==> config.mk <==
export PLATFORM = sky130hd
export DESIGN_NAME = div_unit
export DESIGN_NICKNAME = d
export VERILOG_FILES = /design/src/rtl/div_unit_pkg.sv /design/src/rtl/div_unit.sv
export SDC_FILE = /design/constraint.sdc
export NUM_CORES = 1
export LEC_CHECK = 0
export CAP_MARGIN = 5
export CORE_AREA = 5 5 187 189
export CTS_CLUSTER_DIAMETER = 100
export DETAILED_ROUTE_END_ITERATION = 8
export DIE_AREA = 0 0 192 194
export GPL_TIMING_DRIVEN = 0
export PLACE_DENSITY = 0.56
export SLEW_MARGIN = 40
export SYNTH_ARGS = -nofsm -noshare
export SYNTH_HDL_FRONTEND = slang
export SYNTH_SLANG_ARGS = --single-unit
==> constraint.sdc <==
create_clock -name clk -period 7.65 [get_ports clk]
set_input_delay 1.53 -clock clk [delete_from_list [all_inputs] [get_ports clk]]
set_output_delay 1.53 -clock clk [all_outputs]
set_load 0.02 [all_outputs]
==> src/rtl/div_unit_pkg.sv <==
// rtl/div_unit_pkg.sv - shared op/state encodings for the iterative RV32M divider
package div_unit_pkg;

    localparam int XLEN  = 32;
    localparam int CNT_W = 5;

    localparam logic [1:0] OP_DIV  = 2'b00;
    localparam logic [1:0] OP_DIVU = 2'b01;
    localparam logic [1:0] OP_REM  = 2'b10;
    localparam logic [1:0] OP_REMU = 2'b11;

    typedef enum logic {
        IDLE = 1'b0,
        CALC = 1'b1
    } state_t;

endpackage

==> src/rtl/div_unit.sv <==
// rtl/div_unit.sv - restoring divider, one quotient bit per cycle, register-file write-port outputs
module div_unit
    import div_unit_pkg::*;
#(
    parameter int XLEN  = div_unit_pkg::XLEN,
    parameter int CNT_W = div_unit_pkg::CNT_W
) (
    input  logic            clk,
    input  logic            clr,
    input  logic            start,
    input  logic [1:0]      op,
    input  logic [XLEN-1:0] a,
    input  logic [XLEN-1:0] b,
    input  logic [4:0]      rd,
    input  logic            kill,
    output logic            busy,
    output logic            done,
    output logic [XLEN-1:0] result,
    output logic [4:0]      wn,
    output logic            we
);

    state_t            state, state_n;
    logic [CNT_W-1:0]  cnt, cnt_n;
    logic [XLEN-1:0]   rem, rem_n;
    logic [XLEN-1:0]   quo, quo_n;
    logic [XLEN-1:0]   dvs, dvs_n;
    logic [1:0]        op_q, op_q_n;
    logic [4:0]        rd_q, rd_q_n;
    logic              qneg, qneg_n;
    logic              rneg, rneg_n;
    logic [XLEN-1:0]   result_n;
    logic [4:0]        wn_n;
    logic              done_n;
    logic              we_n;

    logic              sgn_in;
    logic              is_rem_in;
    logic              div_zero;
    logic              overflow;
    logic [XLEN-1:0]   abs_a;
    logic [XLEN-1:0]   abs_b;
    logic [XLEN:0]     rem_sh;
    logic [XLEN:0]     diff;
    logic [XLEN-1:0]   step_rem;
    logic [XLEN-1:0]   step_quo;
    logic [XLEN-1:0]   quo_fix;
    logic [XLEN-1:0]   rem_fix;
    logic              last_step;

    assign busy = (state == CALC);

    assign sgn_in    = (op == OP_DIV) || (op == OP_REM);
    assign is_rem_in = (op == OP_REM) || (op == OP_REMU);
    assign div_zero  = (b == '0);
    assign overflow  = sgn_in && (a == {1'b1, {(XLEN-1){1'b0}}}) && (b == '1);
    assign abs_a     = (sgn_in && a[XLEN-1]) ? -a : a;
    assign abs_b     = (sgn_in && b[XLEN-1]) ? -b : b;

    // Trial subtract is one bit wider so its borrow decides the quotient bit.
    assign rem_sh    = {rem, quo[XLEN-1]};
    assign diff      = rem_sh - {1'b0, dvs};
    assign step_rem  = diff[XLEN] ? rem_sh[XLEN-1:0] : diff[XLEN-1:0];
    assign step_quo  = {quo[XLEN-2:0], ~diff[XLEN]};
    assign quo_fix   = qneg ? -step_quo : step_quo;
    assign rem_fix   = rneg ? -step_rem : step_rem;
    assign last_step = (cnt == CNT_W'(XLEN-1));

    always_comb begin
        state_n  = state;
        cnt_n    = cnt;
        rem_n    = rem;
        quo_n    = quo;
        dvs_n    = dvs;
        op_q_n   = op_q;
        rd_q_n   = rd_q;
        qneg_n   = qneg;
        rneg_n   = rneg;
        result_n = result;
        wn_n     = wn;
        done_n   = 1'b0;
        we_n     = 1'b0;
        case (state)
            IDLE: begin
                if (start && !kill) begin
                    op_q_n = op;
                    rd_q_n = rd;
                    qneg_n = sgn_in && (a[XLEN-1] ^ b[XLEN-1]);
                    rneg_n = sgn_in && a[XLEN-1];
                    dvs_n  = abs_b;
                    quo_n  = abs_a;
                    rem_n  = '0;
                    cnt_n  = '0;
                    if (div_zero || overflow) begin
                        if (div_zero)
                            result_n = is_rem_in ? a : '1;
                        else
                            result_n = is_rem_in ? '0 : a;
                        wn_n   = rd;
                        done_n = 1'b1;
                        we_n   = (rd != 5'd0);
                    end else begin
                        state_n = CALC;
                    end
                end
            end
            CALC: begin
                if (kill) begin
                    state_n = IDLE;
                    cnt_n   = '0;
                end else begin
                    rem_n = step_rem;
                    quo_n = step_quo;
                    cnt_n = cnt + CNT_W'(1);
                    if (last_step) begin
                        state_n  = IDLE;
                        cnt_n    = '0;
                        result_n = ((op_q == OP_REM) || (op_q == OP_REMU)) ? rem_fix : quo_fix;
                        wn_n     = rd_q;
                        done_n   = 1'b1;
                        we_n     = (rd_q != 5'd0);
                    end
                end
            end
            default: state_n = IDLE;
        endcase
    end

    always_ff @(posedge clk or posedge clr) begin
        if (clr) begin
            state  <= IDLE;
            cnt    <= '0;
            rem    <= '0;
            quo    <= '0;
            dvs    <= '0;
            op_q   <= '0;
            rd_q   <= '0;
            qneg   <= 1'b0;
            rneg   <= 1'b0;
            result <= '0;
            wn     <= '0;
            done   <= 1'b0;
            we     <= 1'b0;
        end else begin
            state  <= state_n;
            cnt    <= cnt_n;
            rem    <= rem_n;
            quo    <= quo_n;
            dvs    <= dvs_n;
            op_q   <= op_q_n;
            rd_q   <= rd_q_n;
            qneg   <= qneg_n;
            rneg   <= rneg_n;
            result <= result_n;
            wn     <= wn_n;
            done   <= done_n;
            we     <= we_n;
        end
    end

endmodule
# ---- Word level (Yosys, flattened, before mapping)
# Cells that the tools add are included.
dict set report totals {
  elab_cells 95
  out_inout_bits 40
  register_bits 150
  in_bits 75
}
dict set report op_classes {
  n_reduce_logical 18
  n_eq_ne 11
  muxes 44
  n_addsub 6
  n_bitwise 3
}
# operator count
set op_table {}
lappend op_table {{$mux 32} 17}
lappend op_table {{$pmux 32 s2} 3}
lappend op_table {{$neg 32->32} 4}
lappend op_table {{$eq 32x32->1 const B} 2}
lappend op_table {{$mux 5} 7}
lappend op_table {{$sub 33x32->33} 1}
lappend op_table {{$logic_not 32->1} 1}
lappend op_table {{$pmux 5 s2} 2}
lappend op_table {{$mux 1} 12}
lappend op_table {{$reduce_bool 5->1} 2}
lappend op_table {{$eq 2x2->1 const B} 4}
lappend op_table {{$logic_and 1x1->1} 6}
lappend op_table {{$ne 2x2->1 const B} 3}
lappend op_table {{$pmux 1 s2} 3}
lappend op_table {{$add 5x1->5 const B} 1}
lappend op_table {{$eq 5x5->1 const B} 1}
lappend op_table {{$logic_or 1x1->1} 4}
lappend op_table {{$reduce_and 2->1} 2}
lappend op_table {{$reduce_and 4->1} 1}
lappend op_table {{$logic_not 2->1} 1}
lappend op_table {{$ne 2x1->1 const B} 1}
lappend op_table {{$not 1->1} 2}
lappend op_table {{$logic_not 1->1} 1}
lappend op_table {{$xor 1x1->1} 1}

# ---- Depth between registers and ports, before layout
# Gate-level depths: netlist (run 1).
dict set report depth {
  ltp_word 8
  mapped_depth 26
}

# ---- Worst setup path before layout (run 1)
# No wires, ideal clock.
dict set report synth_timing {
  path_kind {register -> register}
  start {register quo[31]}
  end {register result[20]}
  required_time_ns 7.555
  path_stages_with_launch 25
  setup_ns 0.095
  synth_period_minus_slack_ns 5.052
  path_buffers 2
  slack_ns 2.598
  arrival_ns 4.957
  cell_sequence {dfrtp_1 -> inv_1 -> ha_1 -> inv_1 -> fa_1 -> a211oi_2 -> o211ai_2 -> a21oi_2 -> a21oi_1 -> o211a_4 -> inv_4 -> buf_2 -> buf_1 -> nor2_1 -> a21oi_1 -> ha_1 -> nand3_1 -> or3_1 -> or3_1 -> or2_1 -> or4_1 -> o311ai_1 -> xor2_1 -> o22ai_1 -> o31ai_1}
}
dict set report synth_between {
  elab_chain_len 8
  word_cells_on_any_way 11
  cone_classes {add/sub (3); mux (7); bitwise (1)}
}
# element line
set synth_rtl {}
lappend synth_rtl {{from (decl)} div_unit.sv:26} ;# logic [XLEN-1:0] quo, quo_n;
lappend synth_rtl {{from (signal assigned)} div_unit.sv:148} ;# quo <= quo_n;
lappend synth_rtl {{$sub 33x32->33} div_unit.sv:62} ;# assign diff = rem_sh - {1'b0, dvs};
lappend synth_rtl {{$mux 32 / $not 1->1 (equally long branches)} {div_unit.sv:63, div_unit.sv:64}}
lappend synth_rtl {{$neg 32->32, on equally long branches} {div_unit.sv:66, div_unit.sv:65}}
lappend synth_rtl {{$mux 32, on equally long branches} {div_unit.sv:66, div_unit.sv:65}}
lappend synth_rtl {{$mux 32 (*)} div_unit.sv:118} ;# result_n = ((op_q == OP_REM) || (op_q == OP_REMU)) ? rem_fix : quo_fix;
lappend synth_rtl {{$mux 32 (*)} div_unit.sv:115} ;# if (last_step) begin
lappend synth_rtl {{$mux 32 (*)} div_unit.sv:108} ;# if (kill) begin
lappend synth_rtl {{$pmux 32 s2 (*)} div_unit.sv:83} ;# case (state)
lappend synth_rtl {{to (signal assigned)} div_unit.sv:154} ;# result <= result_n;
lappend synth_rtl {{to (decl)} div_unit.sv:18} ;# output logic [XLEN-1:0] result,
# Every way passes the cells marked *; elsewhere a longest branch is shown, timed or not. The select of a mux whose other input is x is not followed.
# A chain may end at the register's enable or synchronous reset.

# ---- Worst setup path in the final report (run 1)
dict set report layout_timing {
  start {register quo[31]}
  end {register result[30]}
}
# Same word-level chain as after synthesis.

==> key figures, run 1 <==
Setup path
  – CP arrival: 7.17 ns
  – R2r startpoint: quo[31]$_DFFE_PP0P_
  – WP data required: 7.95 ns
  – CP Capture Type: register
  – Flop-to-flop setup slack: 0.78 ns
  – R2R Path End: result[30]$_DFFE_PP0P_
  – Worst-path fanout max: 10
  – Reg2Reg Depth: 25
  – Critical path class: register to register
  – CP Launch Type: register

STA
  – Setup WS post-layout: 0.780 ns
  – Crit path time final: 6.87 ns
  – Fmax: 146 MHz
  – Final worst-path cycle share: 0.898
  – Slew @ Worst Pin: 0.845 ns
  – Relative slew margins: 0.437
  – Endpoints failing hold: 0
  – Final setup violating endpoints: 0
  – Final Slew Violations: 0
  – Hold_ws: 0.480 ns
  – RSZ-0062 raised after global routing: false
  – Setup Skew: 0.0195 ns

Clock network
  – Post-CTS Setup Inserts: 0
  – CTS tree: done
  – Number of buffers created by CTS: 17
  – Post-CTS resize count: 0
  – Max Root-Sink Buffers: 2
  – CTS Hold Bufs: 0
  – Worst-skew pair later-pin latency: 0.45 ns
  – CTS H-Tree Depth: 4
  – CTS root buf: clkbuf_16
  – Clk pin slew, worst setup/hold paths: 0.07 ns
  – Clock Sinks: 149

Die
  – Initial Utilization: 0.372
  – DIE AREA: 0.0372 mm2
  – Die Span X: 192 um
  – Row cnt: 67
  – Core ar.: 0.0331 mm2
  – I/O pin cnt: 115
  – DIE HEIGHT: 194 um

Logic synthesis
  – Syn nets: 1688
  – Synthesized flop and latch total: 149
  – Post-synthesis sequential area ratio: 0.303
  – Syn avg cell area: 7.83 um2
  – Number of synthesis warnings: 0
  – Distinct cells, synth: 93
  – Post-Synthesis Cell Area: 0.0123 mm2
  – Async S/R FF share, synth: 1.00
  – Top FF cell, synth: dfrtp_1
  – Post-synthesis instance total: 1573
  – Number of synthesized flops with an enable pin: 0

Placement
  – Dpl cells: 2136
  – Gpl congestion: 0.968
  – Placed wire-length estimate: 38.4 mm
  – DP Area: 0.0141 mm2
  – IO buf count: 113
  – Pre-CTS setup slack: 1.02 ns

Power and ir drop
  – Cell area power density: 199 mW/mm2
  – Peak VDD IR: 131 uV
  – Leak: 6.01 nW

GRT
  – Pin count of the biggest net entering global routing: 75
  – Aggregate global routing overflow: 0
  – Initial antenna violation count: 0
  – Vias in the first global route: 12056
  – All-layer global routing usage: 0.254
  – First-pass GRT wire length: 73.9 mm

Drt
  – DR pass1 iterations: 6
  – Drt total wl: 48.4 mm
  – Final ANT Viol Nets: 0
  – Violation count after the first detailed-route iteration: 1425
  – Residual DRC: 0
  – Vias post-DR: 12852
  – Drt via density: 5.93
  – Per-cell routed wire length: 22.3 um

Cells and area
  – Design Area, Final: 0.0147 mm2
  – Fraction of layout instances using a drive strength above 1: 0.0616
  – Nets: 1822
  – Final cell count without fillers: 2168
  – Layout Utilization: 0.444
  – Area delta synth->final: 19.3%
  – Fillers: 3421
  – ANT cells: 0

Hold path
  – WHS Path Cells: 2
  – HP Start: dvs[19]$_DFFE_PP0P_
  – Worst min-delay path endpoint: dvs[19]$_DFFE_PP0P_
  – Hold/Removal Path Class: register to register

Run status
  – Outcome: finished clean

Job
  – Max-cap violations: 0
-- cell usage in the layout, fill, tap and decap left out, types with 25 or more instances in the layout --
master,count
o31ai_1,25
dfrtp_1,149
a21oi_1,128
o21ai_0,193
mux2i_1,36
clkdlybuf4s50_1,113
clkbuf_1,52
xor2_1,67
xnor2_1,69
nor2_1,125
nor3_1,44
ha_1,39
inv_1,63
nand2_1,216
-- metal layers --
metal,vias to the layer above,share of wire,track usage,wire [um]
li1,5955,-,-,-
met1,6260,0.46,0.382,22400
met4,0,0.020,0.0597,965
met2,567,0.44,0.385,21400
met5,-,0,0,0
met3,70,0.075,0.0378,3630
-- how the worst max path moves through the flow --
stage	start	endpoint	slack, ns
3_5_place_dp	quo[31]$_DFFE_PP0P_	result[30]$_DFFE_PP0P_	1.02
6_report	quo[31]$_DFFE_PP0P_	result[30]$_DFFE_PP0P_	0.78
4_1_cts	quo[31]$_DFFE_PP0P_	result[30]$_DFFE_PP0P_	0.98
3_3_place_gp	clr	dvs[14]$_DFFE_PP0P_	-0.39
5_1_grt	quo[31]$_DFFE_PP0P_	result[20]$_DFFE_PP0P_	0.28
2_1_floorplan	clr	busy$_DFF_PP0_	2.11
-- cell usage after synthesis, drive strengths merged (10+ instances only) --
library cell,count,area share
or4,18,0.012
nand3,20,0.0089
buf,29,0.014
mux2i,36,0.029
nand2b,10,0.0051
a31oi,20,0.011
a22o,10,0.0071
nand4,17,0.0086
o211ai,15,0.0095
or3,22,0.012
xor2,67,0.048
clkbuf,54,0.017
a21oi,132,0.055
nor4,23,0.015
nor3,45,0.019
dfrtp,149,0.30
maj3,12,0.010
nand2,216,0.066
xnor2,69,0.049
o31ai,27,0.017
nor2,128,0.040
inv,65,0.020
o41ai,18,0.015
o21ai,199,0.081
ha,39,0.040
a21o,11,0.0067
-- flip-flops by register name, summed over array words and instances (netlist names) --
register	cells
cnt	5
wn	5
done	1
busy	1
result	32
dvs	32
we	1
rd_q	5
qneg	1
quo	32
rem	32
rneg	1
op_q	1
-- cell type report --
type	count	area [um2]	share of cell area
Multi-Input combinational cell	1274	7960	0.542
Sequential cell	149	3730	0.254
Timing Repair Buffer	115	1190	0.0807
Tap cell	448	561	0.0381
Clock buffer	19	443	0.0301
Buffer	83	384	0.0261
Inverter	67	263	0.0179
Clock inverter	13	173	0.0117
-- worst max-delay path, cell delays in order (launching register included) --
cell and delay [ns]:
dfrtp_1 0.48, inv_1 0.09, ha_1 0.16, inv_1 0.05, fa_1 0.42, a211oi_2 0.38, o211ai_2 0.22, a21oi_2 0.32
a21oi_1 0.16, o211a_4 0.31, inv_4 0.13, buf_2 0.32, buf_1 0.51, nor2_1 0.08, a21oi_1 0.30, ha_1 0.35
nor3b_1 0.21, mux2_2 0.18, o211ai_1 0.11, nor3_1 0.40, and4bb_2 0.34, a31o_2 0.18, nand4_1 0.13, o41ai_2 0.28
xor2_1 0.43, a211oi_1 0.14
-- cells by family (layout without fill, tap and decap cells) --
| logic type | count (synthesis) | in the layout | share of synthesized area |
|---|---|---|---|
| AO/OA/AOI/OAI | 507 | 507 | 0.255 |
| adder cells (fa/ha/maj) | 52 | 52 | 0.0512 |
| XOR/XNOR | 136 | 136 | 0.0967 |
| buffers and inverters | 150 | 297 | 0.0517 |
| multiplexers | 40 | 40 | 0.0329 |
| AND/OR/NAND/NOR | 539 | 539 | 0.209 |
| flip-flops | 149 | 149 | 0.303 |
-- where the power goes --
part           total [mW]  switching, mW  leakage (nW)  internal (mW)
logic                1.04          0.668          3.74          0.370
clock network       0.913          0.385         0.292          0.528
registers           0.979          0.107          1.97          0.872
total                2.93           1.16          6.01           1.77
-- metrics by stage --
step	total power, mW	TNS [ns]
floorplan	1.64	0
global placement	1.99	-56.04
detailed placement	2.00	0
CTS	2.92	0
global route	3.08	0
finish	2.93	0
Power figures use the tool's default switching activity.
==> run 2: changes to the inputs <==
Settings changed: CELL_PAD_IN_SITES_DETAIL_PLACEMENT set to 0, CELL_PAD_IN_SITES_GLOBAL_PLACEMENT set to 2, GPL_TIMING_DRIVEN 0 to not set, PLACE_DENSITY 0.56 to 0.86.
==> key figures, run 2 (same netlist as run 1, synthesis figures left out) <==
Run status
  – Outcome: finished clean

Setup path
  – CP arrival: 6.51 ns
  – Critical path class: register to register
  – CP Capture Type: register
  – Worst-path fanout max: 58
  – CP Launch Type: register
  – WP data required: 8.01 ns

GRT
  – Aggregate global routing overflow: 0
  – Vias in the first global route: 11399
  – All-layer global routing usage: 0.232
  – First-pass GRT wire length: 67.9 mm
  – Initial antenna violation count: 0
  – Pin count of the biggest net entering global routing: 96

Die
  – I/O pin cnt: 115
  – DIE HEIGHT: 194 um
  – Die Span X: 192 um
  – Row cnt: 67
  – Core ar.: 0.0331 mm2
  – DIE AREA: 0.0372 mm2
  – Initial Utilization: 0.372

STA
  – Fmax: 162 MHz
  – RSZ-0062 raised after global routing: false
  – Final setup violating endpoints: 0
  – Endpoints failing hold: 0
  – Crit path time final: 6.16 ns
  – Relative slew margins: 0.436
  – Setup WS post-layout: 1.49 ns
  – Slew @ Worst Pin: 0.846 ns
  – TNS Setup: 0 ns
  – Final Slew Violations: 0
  – Setup Skew: 0.0111 ns
  – Hold_ws: 0.476 ns
  – Final worst-path cycle share: 0.805

Placement
  – Placed wire-length estimate: 33.3 mm
  – Pre-CTS setup slack: 1.60 ns
  – Dpl cells: 2064
  – IO buf count: 114
  – DP Area: 0.0138 mm2
  – Gpl congestion: 0.848

Clock network
  – Post-CTS resize count: 0
  – Clk pin slew, worst setup/hold paths: 0.07 ns
  – CTS tree: done
  – Number of buffers created by CTS: 17
  – CTS Hold Bufs: 0
  – Clock Sinks: 149
  – CTS H-Tree Depth: 4
  – Max Root-Sink Buffers: 2
  – Worst-skew pair later-pin latency: 0.44 ns
  – Post-CTS Setup Inserts: 0
  – CTS root buf: clkbuf_16

Drt
  – Violation count after the first detailed-route iteration: 1022
  – Final ANT Viol Nets: 0
  – Drt total wl: 44.0 mm
  – Per-cell routed wire length: 21.0 um
  – Drt via density: 5.70
  – Residual DRC: 0
  – Vias post-DR: 11935
  – DR pass1 iterations: 5

Power and ir drop
  – Total power draw: 2.89 mW
  – Sequential share of power: 0.343
  – Sw Share: 0.384
  – Internal Pwr Total: 1.78 mW
  – Cell area power density: 201 mW/mm2
  – Clock power share: 0.325
  – Logic pwr share: 0.332
  – Peak VDD IR: 157 uV
  – Leak: 5.86 nW
  – NetSw: 1.11 mW

Hold path
  – Hold/Removal Path Class: register to register

Cells and area
  – Fraction of layout instances using a drive strength above 1: 0.0577
  – Nets: 1750
  – Commonest non-fill, non-tap cell in the layout: nand2_1
  – ANT cells: 0
  – Design Area, Final: 0.0144 mm2
  – Most frequent cells in the layout: 215 x nand2_1, 193 x o21ai_0, 147 x dfrtp_1
  – Area delta synth->final: 16.8%
  – Final cell count without fillers: 2094
  – Fillers: 3351
  – Layout Utilization: 0.435

Job
  – Max-cap violations: 0
-- run 2: cell count changes in the layout (fill, tap and decap cells not counted), moves of 2 or more --
cell / change
buf_1: -6
buf_16: -2
buf_2: -16
buf_4: +9
buf_6: -4
clkbuf_1: -51
clkbuf_2: -3
dfrtp_1: -2
dfrtp_2: +2
-- run 2: layout make-up --
type | instances | area, um2 | area share
inverter | 67 | 263 | 0.0183
sequential | 149 | 3730 | 0.259
clock buffer | 18 | 429 | 0.0298
tap | 448 | 561 | 0.0389
clock inverter | 12 | 193 | 0.0134
multi-input combinational | 1274 | 7980 | 0.554
timing repair buffer | 126 | 1240 | 0.0860
-- run 2: power by group through the flow --
stage	clock network [mW]	registers, mW	logic [mW]
after floorplan	0	0.950	0.689
after global placement	0	1.00	0.949
after detailed placement	0	1.01	0.952
after CTS	0.949	0.990	0.956
after global routing	0.983	1.01	1.06
final	0.941	0.991	0.960
-- run 2: layer usage --
metal | track usage | part of all wire
met1 | 0.337 | 0.47
met5 | 0 | 0
met2 | 0.363 | 0.46
met4 | 0.0499 | 0.016
met3 | 0.0382 | 0.059
-- run 2: worst paths after layout --
path,from,endpoint,slack (ns),cells past startpoint
max,quo[31]$_DFFE_PP0P_,result[30]$_DFFE_PP0P_,1.49,22
min,dvs[20]$_DFFE_PP0P_,dvs[20]$_DFFE_PP0P_,0.48,2
max reg2reg,quo[31]$_DFFE_PP0P_,result[30]$_DFFE_PP0P_,1.49,22
min reg2reg,dvs[20]$_DFFE_PP0P_,dvs[20]$_DFFE_PP0P_,0.48,2
max in group asynchronous,clr,quo[3]$_DFFE_PP0P_,4.97,3
min in group asynchronous,clr,dvs[19]$_DFFE_PP0P_,1.60,2
-- run 2: critical path, stage by stage, from the launching register on --
cell and delay, ns:
dfrtp_1 0.46, inv_1 0.09, ha_1 0.15, inv_1 0.05, fa_1 0.42, a211oi_2 0.32, o211ai_2 0.18, a21oi_2 0.24
a211o_1 0.17, o211a_4 0.71, inv_4 0.39, a21oi_1 0.35, ha_1 0.30, nor3b_1 0.22, mux2_2 0.18, o211ai_1 0.10
nor3_1 0.40, and4bb_2 0.35, a31o_2 0.19, nand4_1 0.14, o41ai_2 0.29, xor2_1 0.10, a211oi_1 0.23
==> run 3: changes to the inputs <==
Settings changed: CORE_AREA 5 5 187 189 to 5 5 194 196, DIE_AREA 0 0 192 194 to 0 0 199 201, PLACE_DENSITY 0.86 to 0.81.
Clock period 7.65 ns to 6.02 ns, I/O delays scaled along.
==> key figures, run 3 (same netlist as run 1, synthesis figures left out) <==
GRT
  – Vias in the first global route: 11673
  – Initial antenna violation count: 0
  – Pin count of the biggest net entering global routing: 89
  – First-pass GRT wire length: 70.7 mm
  – Aggregate global routing overflow: 0
  – All-layer global routing usage: 0.226

STA
  – Hold_ws: 0.478 ns
  – TNS Setup: 0 ns
  – Relative slew margins: 0.440
  – Final Slew Violations: 0
  – Setup Skew: 0.0125 ns
  – Final setup violating endpoints: 0
  – Slew @ Worst Pin: 0.837 ns
  – Endpoints failing hold: 0
  – Final worst-path cycle share: 0.880
  – RSZ-0062 raised after global routing: false
  – Fmax: 189 MHz
  – Crit path time final: 5.29 ns

Power and ir drop
  – Leak: 5.86 nW
  – Cell area power density: 248 mW/mm2
  – Peak VDD IR: 207 uV

Drt
  – Per-cell routed wire length: 21.4 um
  – Drt via density: 5.68
  – Residual DRC: 0
  – Vias post-DR: 12035
  – Drt total wl: 45.4 mm
  – Violation count after the first detailed-route iteration: 1088
  – Final ANT Viol Nets: 0
  – DR pass1 iterations: 7

Job
  – Max-cap violations: 0

Cells and area
  – Fraction of layout instances using a drive strength above 1: 0.0606
  – Commonest non-fill, non-tap cell in the layout: nand2_1
  – ANT cells: 0
  – Fillers: 3740
  – Seq. cell area: 0.00373 mm2
  – Nets: 1754
  – Most frequent cells in the layout: 215 x nand2_1, 193 x o21ai_0, 147 x dfrtp_1
  – Area of the multi-input gates: 0.00798 mm2
  – Area delta synth->final: 16.8%

Die
  – Initial Utilization: 0.343
  – DIE HEIGHT: 201 um
  – Core ar.: 0.0359 mm2
  – DIE AREA: 0.0400 mm2
  – I/O pin cnt: 115
  – Row cnt: 70
  – Die Span X: 199 um

Clock network
  – CTS Hold Bufs: 0
  – Clk pin slew, worst setup/hold paths: 0.07 ns
  – CTS H-Tree Depth: 4
  – CTS tree: done
  – Post-CTS Setup Inserts: 0
  – Post-CTS resize count: 0
  – Number of buffers created by CTS: 17
  – Worst-skew pair later-pin latency: 0.45 ns
  – CTS root buf: clkbuf_16
  – Max Root-Sink Buffers: 2
  – Clock Sinks: 149

Run status
  – Outcome: finished clean

Setup path
  – Critical Path Slowest Stage Cell: dfrtp_1
  – WP buf/inv: 3
  – Worst-path fanout max: 16
  – Worst path cell trace: inv_1 -> ha_1 -> inv_1 -> fa_1 -> a211oi_2 -> o211ai_2 -> a21oi_2 -> a21oi_1 -> o211a_4 -> inv_4 -> mux2i_1 -> ha_1 -> nor3b_1 -> mux2_2 -> o211ai_1 -> nor3_1 -> and4bb_2 -> a31o_2 -> nand4_1 -> o41ai_2 -> xor2_1 -> a211oi_1
  – CP arrival: 5.66 ns
  – Critical path class: register to register
  – CP Launch Type: register
  – CP delay by family, top: compound AO/OA/AOI/OAI gates
  – Flop-to-flop setup slack: 0.73 ns
  – WP data required: 6.38 ns
  – Delay of the slowest critical-path stage: 0.45 ns
  – CP Capture Type: register

Placement
  – Placed wire-length estimate: 35.0 mm
  – Gpl congestion: 0.887
  – IO buf count: 114

Hold path
  – Hold/Removal Path Class: register to register
## run 3: area by class of cell
type                            instances  share of cell area
Clock inverter                         10             0.00678
Tap cell                              468              0.0407
Inverter                               67              0.0183
Timing Repair Buffer                  130              0.0876
Clock buffer                           21              0.0327
Sequential cell                       149               0.259
Multi-Input combinational cell       1274               0.555
## run 3: worst paths after layout
check / cells past startpoint / start / end
hold reg to reg: 2 / dvs[18]$_DFFE_PP0P_ / dvs[18]$_DFFE_PP0P_
min in group asynchronous: 2 / clr / dvs[26]$_DFFE_PP0P_
setup / recovery: 22 / quo[31]$_DFFE_PP0P_ / result[30]$_DFFE_PP0P_
max in group asynchronous: 3 / clr / wn[1]$_DFFE_PP0P_
hold / removal: 2 / dvs[18]$_DFFE_PP0P_ / dvs[18]$_DFFE_PP0P_
setup reg to reg: 22 / quo[31]$_DFFE_PP0P_ / result[30]$_DFFE_PP0P_
## run 3: tightest hold or removal path, cell delays in order (launching register included)
cell	delay [ns]
dfrtp_1	0.34
nand2_1	0.05
o21ai_0	0.06
## run 3: per-layer routing
metal  vias to the layer above  global-route usage  routed length, um
met5                         -                   0                  0
met1                      5846               0.332              21800
met2                       340               0.356              21100
li1                       5804                   -                  -
met4                         0              0.0491                720
met3                        45              0.0290               1810
## run 3: metrics by stage
step / setup WS, ns / power, mW / area (um2) / cells / util
floorplan: 0.808 / 2.08 / 12300 / 1573 / -
global placement: 0.876 / 2.50 / 13800 / 2088 / 0.385
detailed placement: 0.775 / 2.50 / 13800 / 2088 / 0.385
CTS: 0.735 / 3.58 / 14400 / 2119 / 0.401
global route: 0.227 / 3.78 / 14400 / 2119 / 0.401
finish: 0.725 / 3.57 / 14400 / 2119 / 0.401
## run 3: power breakdown
part / switching [mW] / internal [mW]
Sequential: 0.152 / 1.11
Clock: 0.469 / 0.602
Combinational: 0.778 / 0.456
